`config.mk`:
```
export PLATFORM = sky130hd
export DESIGN_NAME = wb_arbiter2
export DESIGN_NICKNAME = d
export VERILOG_FILES = /design/src/rtl/wb_arbiter2.sv
export SDC_FILE = /design/constraint.sdc
export NUM_CORES = 1
export LEC_CHECK = 0
export ABC_AREA = 1
export CORE_AREA = 2 2 242 244
export CTS_BUF_LIST = sky130_fd_sc_hd__clkbuf_4 sky130_fd_sc_hd__clkbuf_8 sky130_fd_sc_hd__clkbuf_16
export DETAILED_ROUTE_END_ITERATION = 16
export DIE_AREA = 0 0 244 246
export SYNTH_ARGS = -nofsm -noshare
export SYNTH_HDL_FRONTEND = slang
export SYNTH_SLANG_ARGS = --single-unit
```
`constraint.sdc`:
```
create_clock -name clk_i -period 2.4 [get_ports clk_i]
set_input_delay 0.36 -clock clk_i [delete_from_list [all_inputs] [get_ports clk_i]]
set_output_delay 0.36 -clock clk_i [all_outputs]
set_load 0.03 [all_outputs]
```
`src/rtl/wb_arbiter2.sv`:
```
// Two-master, one-slave Wishbone classic arbiter: round-robin per cyc frame,
// with a watchdog that errors out transfers the slave never terminates.
//
// state | meaning
// IDLE  | bus free; slave outputs held at 0, arbitration on cyc requests
// GNT0  | m0 owns the bus; slave side and terminations muxed to m0
// GNT1  | m1 owns the bus; slave side and terminations muxed to m1
module wb_arbiter2 #(
    parameter int DAT_WIDTH = 64,
    parameter int ADR_WIDTH = 64,
    parameter int SEL_WIDTH = DAT_WIDTH / 8,
    parameter int TIMEOUT   = 255
) (
    input  logic                 clk_i,
    input  logic                 rst_i,

    input  logic                 m0_cyc_i,
    input  logic                 m0_stb_i,
    input  logic                 m0_we_i,
    input  logic [SEL_WIDTH-1:0] m0_sel_i,
    input  logic [ADR_WIDTH-1:0] m0_adr_i,
    input  logic [DAT_WIDTH-1:0] m0_dat_i,
    output logic [DAT_WIDTH-1:0] m0_dat_o,
    output logic                 m0_ack_o,
    output logic                 m0_err_o,

    input  logic                 m1_cyc_i,
    input  logic                 m1_stb_i,
    input  logic                 m1_we_i,
    input  logic [SEL_WIDTH-1:0] m1_sel_i,
    input  logic [ADR_WIDTH-1:0] m1_adr_i,
    input  logic [DAT_WIDTH-1:0] m1_dat_i,
    output logic [DAT_WIDTH-1:0] m1_dat_o,
    output logic                 m1_ack_o,
    output logic                 m1_err_o,

    output logic                 s_cyc_o,
    output logic                 s_stb_o,
    output logic                 s_we_o,
    output logic [SEL_WIDTH-1:0] s_sel_o,
    output logic [ADR_WIDTH-1:0] s_adr_o,
    output logic [DAT_WIDTH-1:0] s_dat_o,
    input  logic [DAT_WIDTH-1:0] s_dat_i,
    input  logic                 s_ack_i,
    input  logic                 s_err_i,

    output logic [1:0]           grant_o,
    output logic                 timeout_o
);

    localparam bit WD_EN = (TIMEOUT > 0);
    localparam int WD_W  = (TIMEOUT > 0) ? $clog2(TIMEOUT + 1) : 1;
    localparam logic [WD_W-1:0] WD_LAST = WD_W'(TIMEOUT - 1);

    // Encoding doubles as the one-hot grant vector, so grant_o comes straight off flops.
    typedef enum logic [1:0] {
        IDLE = 2'b00,
        GNT0 = 2'b01,
        GNT1 = 2'b10
    } state_t;

    state_t          state;
    logic            last;
    logic [WD_W-1:0] wd;
    logic            own_cyc;
    logic            term;
    logic            wd_fire;

    assign m0_dat_o = s_dat_i;
    assign m1_dat_o = s_dat_i;
    assign grant_o  = state;
    assign term     = s_ack_i | s_err_i;

    always_comb begin
        s_cyc_o = 1'b0;
        s_stb_o = 1'b0;
        s_we_o  = 1'b0;
        s_sel_o = '0;
        s_adr_o = '0;
        s_dat_o = '0;
        own_cyc = 1'b0;
        case (state)
            GNT0: begin
                s_cyc_o = m0_cyc_i;
                s_stb_o = m0_stb_i;
                s_we_o  = m0_we_i;
                s_sel_o = m0_sel_i;
                s_adr_o = m0_adr_i;
                s_dat_o = m0_dat_i;
                own_cyc = m0_cyc_i;
            end
            GNT1: begin
                s_cyc_o = m1_cyc_i;
                s_stb_o = m1_stb_i;
                s_we_o  = m1_we_i;
                s_sel_o = m1_sel_i;
                s_adr_o = m1_adr_i;
                s_dat_o = m1_dat_i;
                own_cyc = m1_cyc_i;
            end
            default: ;
        endcase
    end

    // Fires in the TIMEOUT-th consecutive unterminated strobe cycle of a grant.
    assign wd_fire   = WD_EN && (state != IDLE) && s_stb_o && !term && (wd == WD_LAST);
    assign timeout_o = wd_fire;

    always_comb begin
        m0_ack_o = 1'b0;
        m0_err_o = 1'b0;
        m1_ack_o = 1'b0;
        m1_err_o = 1'b0;
        case (state)
            GNT0: begin
                m0_ack_o = s_ack_i;
                m0_err_o = s_err_i | wd_fire;
            end
            GNT1: begin
                m1_ack_o = s_ack_i;
                m1_err_o = s_err_i | wd_fire;
            end
            default: ;
        endcase
    end

    always_ff @(posedge clk_i or negedge rst_i) begin
        if (!rst_i) begin
            state <= IDLE;
            last  <= 1'b1;
            wd    <= '0;
        end else begin
            case (state)
                IDLE: begin
                    wd <= '0;
                    if (m0_cyc_i && (!m1_cyc_i || last)) begin
                        state <= GNT0;
                        last  <= 1'b0;
                    end else if (m1_cyc_i) begin
                        state <= GNT1;
                        last  <= 1'b1;
                    end
                end
                GNT0, GNT1: begin
                    if (wd_fire || !own_cyc)
                        state <= IDLE;
                    if (!WD_EN || wd_fire || !s_stb_o || term)
                        wd <= '0;
                    else
                        wd <= wd + WD_W'(1);
                end
                default: state <= IDLE;
            endcase
        end
    end

endmodule

```
## Word-level counts from Yosys, hierarchy flattened

Index checks and enable logic that the tools add are counted.
Widths: inputs -> output; s select.

| cells by class | value |
|---|---|
| mux-type cells | 18 |
| add/subtract/negate cells | 1 |
| reductions and logical operators | 19 |
| bitwise operators | 2 |
| equality and inequality tests | 5 |

Operators by type and width:

| operator | number |
|---|---|
| $pmux 64 s2 | 2 |
| $pmux 8 s2 | 2 |
| $add 8x1->8 const B | 1 |
| $eq 8x8->1 const B | 1 |
| $mux 8 | 1 |
| $mux 1 | 6 |
| $mux 2 | 3 |
| $pmux 1 s2 | 3 |
| $reduce_bool 2->1 | 3 |
| $logic_and 1x1->1 | 4 |
| $logic_not 1->1 | 4 |
| $logic_or 1x1->1 | 4 |
| $pmux 2 s2 | 1 |
| $reduce_and 2->1 | 2 |
| $ne 3x3->1 const B | 1 |
| $eq 2x1->1 const B | 1 |
| $eq 2x2->1 const B | 1 |
| $logic_not 2->1 | 1 |
| $ne 2x2->1 const B | 1 |
| $or 1x1->1 | 2 |
| $reduce_or 2->1 | 1 |

| word-level totals | value |
|---|---|
| output and inout bits | 274 |
| register bits after elaboration | 11 |
| input bits | 346 |
| logic and storage cells | 48 |

## Depth between registers and ports, before layout

| depth | value |
|---|---|
| depth in word-level cells | 9 |
| mapped depth | 12 |
| gate-level depth less buffers | 11 |

## Least setup slack after synthesis

OpenSTA, ideal clock, no wires.

| timing | value |
|---|---|
| path type | register -> output |
| start | reg state[0] (netlist: grant_o[0]) |
| end | out s_dat_o[26] |
| setup slack | 0.144 ns |
| cell stages (with the launch flop) | 7 |
| arrival | 1.896 ns |
| data required time | 2.040 ns |
| buffers on the path | 2 |
| cell sequence | dfrtp_1 inv_1 ha_1 inv_1 buf_2 clkbuf_1 a21oi_1 |

| between the ends | value |
|---|---|
| cells in the longest elaborated chain, start to end | 2 |
| elaborated cells between the ends (all ways) | 3 |
| those cells by class | eq/ne: 2; mux: 1 |

RTL lines:

| element | RTL line | text |
|---|---|---|
| start: declaration | 62 | `state_t state;` |
| start signal: assignment | 129 | `state <= IDLE;` |
| start signal: assignment | 137 | `state <= GNT0;` |
| start signal: assignment | 140 | `state <= GNT1;` |
| $eq 2x2->1 or $eq 2x1->1 (tied branches) | 82 | `case (state)` |
| $pmux 64 s2 (*) | 82 |  |
| end: declaration | 42 | `output logic [DAT_WIDTH-1:0] s_dat_o,` |

Every way passes the cells marked *; elsewhere a longest branch is shown, timed or not.

## Final worst setup path

| timing | value |
|---|---|
| start | reg state[0] (netlist: grant_o[0]) |
| end | out s_adr_o[28] |

| between the ends | value |
|---|---|
| cells in the longest elaborated chain, start to end | 2 |
| elaborated cells between the ends (all ways) | 3 |
| those cells by class | eq/ne: 2; mux: 1 |

RTL lines:

| element | RTL line | text |
|---|---|---|
| $eq 2x2->1 or $eq 2x1->1 (tied branches) | 82 |  |
| $pmux 64 s2 (*) | 82 |  |
| end: declaration | 41 | `output logic [ADR_WIDTH-1:0] s_adr_o,` |

Marks and branches as above.

==> results.toml <==
[timing]
setup_ws_ns = 0.0353
fin_skew_ns = 0.00406
setup_tns_ns = 0
finalCriticalPeriod_ns = 2.36
maxSlewHeadroom = 0.647
slew_violations = 0
worst_pin_slew_ns = 0.527
period_share = 0.985
hold_viol_final = 0
fmax_ghz = 0.423
rsz0062_at_grt = "yes"
whs_ns = 0.470
setup_viol = 0

[logic_synthesis]
syn_area_um2 = 3700
yosys-top-cells-area = "nand2_1 (30%), buf_4 (27%), a21oi_1 (19%)"
synth_top_area_frac = 0.300
yosys_warnings = 0
synth.distinct_cells = 26
async_flop_share = 1.00
synth_most_common_cell = "nand2_1"
synth_flop_cell = "dfrtp_1"
ys_ff_latch = 11
synth_seq_area_share = 0.0747
avgSynthCellArea_um2 = 5.36
synthCells = 691
netlist_top_cells_count = "nand2_1 (296), a21oi_1 (140), buf_4 (133)"
synth_edf_count = 0
synth_nets = 1043
yosysTopAreaCell = "nand2_1"

[detailed_routing]
drc = 0
dr.pass1.iters = 5
vias = 5374
viasPerCell = 3.08
wl_mm = 28.6
first_iter_violations = 222
wire_per_inst_um = 16.4
antenna_left = 0

[min_path]
hp-class = "in2async"

[floorplan]
ioPinCount = 620
dieArea_um2 = 60000
die-height_um = 246
fp.dieW_um = 244
initial_core_util = 0.0646
core_um2 = 57400
rows = 88

[grt]
grt_pass1_vias = 5271
grt_pass1_wl_mm = 36.8
antenna_found_initial = 2
grt_max_degree = 64
overflow = 0
grt_use_total = 0.0853

[finish]
drive_above_1_share = 0.161
synthToLayoutAreaGrowth_pct = 134
fin_area_um2 = 8650
seq_area_um2 = 277
antenna_cells = 0
final_nets = 1330
multiInputGateArea_um2 = 2230
fillers = 6582

[clock_tree]
clk_path_buf_depth = 2
insertion_delay_ns = 0.24
cts_sinks = 11
clkTransAtPathRegs_ns = 0.04
tritoncts = "done"
cts_hold_buf = 0
cts_root_buf = "clkbuf_16"
htreeDepth = 1
cts_made_buffers = 3

[job]
maxCapViolCount = 0

[setup_path]
cp-start-kind = "flop"
cpMaxStageDelayCell = "dlygate4sd2_1"
critPathKind = "reg2out"
worstPathMaxFanout = 58
critPathMaxStageDelay_ns = 0.41
end_kind = "primary output"
required_ns = 2.04
arrival_ns = 2.00
timing.rr.start = "grant_o[0]"
crit_chain = "inv_1 -> ha_1 -> inv_6 -> buf_12 -> a21oi_1 -> dlygate4sd2_1"
crit_family = "buffers and inverters"
cp-startpoint = "grant_o[0]"
worst-path-buf-inv = 4

[place]
placed_cell_area_um2 = 8460
io_buffers = 427
dp_slack_ns = 0.0457
gp_congestion = 0.811
dp_hpwl_mm = 23.9

[power]
p_leak_uw = 0.00328
vdd_drop_max_v = 0.000856
power_density_nw_per_um2 = 964

[outcome]
outcome = "finished clean"
[layout make-up]
| type | instances | area share |
|---|---|---|
| Multi-Input combinational cell | 485 | 0.258 |
| Clock inverter | 1 | 0.000578 |
| Inverter | 20 | 0.00926 |
| Timing Repair Buffer | 457 | 0.581 |
| Sequential cell | 11 | 0.0320 |
| Tap cell | 765 | 0.111 |
| Clock buffer | 3 | 0.00868 |
[registers in the layout (all words and copies together) (netlist names)]
register and cells:
wd 8, grant_o 2, last 1
[cell families (layout without fill, tap and decap cells)]
kind of cell	after synthesis	count (layout)	synth area share
compound gates	149	149	0.203
xor+xnor	4	4	0.00946
fa+ha+maj	6	6	0.0203
buf+inv	195	481	0.345
flops	11	11	0.0747
simple gates	326	326	0.347
[placed cells by master, fill, tap and decap left out, types with 6 or more instances in the layout]
master / n
dlygate4sd2_1: 50
buf_4: 48
a21oi_1: 125
dfrtp_1: 10
nand2_1: 296
a21oi_2: 16
inv_1: 17
nand2_2: 7
nor2_1: 13
clkdlybuf4s50_1: 283
clkbuf_2: 6
buf_12: 54
[timing repair]
item | 4_1_cts | 5_1_grt
hold endpoints to repair | 0 | 0
gates cloned | 2 | 1
setup buffers | 2 | 2
resized for setup | 70 | 33
endpoints found under the setup margin | 98 | 63
[power by group]
group	switching, µW	internal [µW]
Sequential	11.3	216
Clock	84.6	221
Combinational	4660	3150
Total	4760	3590
[metrics by stage]
stage | utilization | total power (µW) | instances
final | 0.151 | 8340 | 1742
after global routing | 0.151 | 8940 | 1742
after CTS | 0.149 | 8360 | 1740
after detailed placement | 0.147 | 7790 | 1734
after global placement | 0.147 | 7820 | 1734
after floorplan | - | 4290 | 691
[final timing paths]
check | endpoint | slack (ns) | depth (start not counted)
setup / recovery | s_adr_o[28] | 0.04 | 6
hold / removal | wd[0] | 0.47 | 1
setup reg to reg | grant_o[0] | 0.64 | 9
hold reg to reg | last | 0.47 | 2
max in group asynchronous | last | 1.56 | 1
min in group clk_i | last | 0.47 | 2
[metal layers]
metal | wire (µm) | vias to the layer above | GRT usage
met4 | 790 | 0 | 0.0217
met1 | 10700 | 2283 | 0.0937
li1 | - | 2616 | -
met2 | 13800 | 420 | 0.152
met3 | 3270 | 55 | 0.0341
met5 | 0 | - | 0
(Power assumes the default switching activity.)
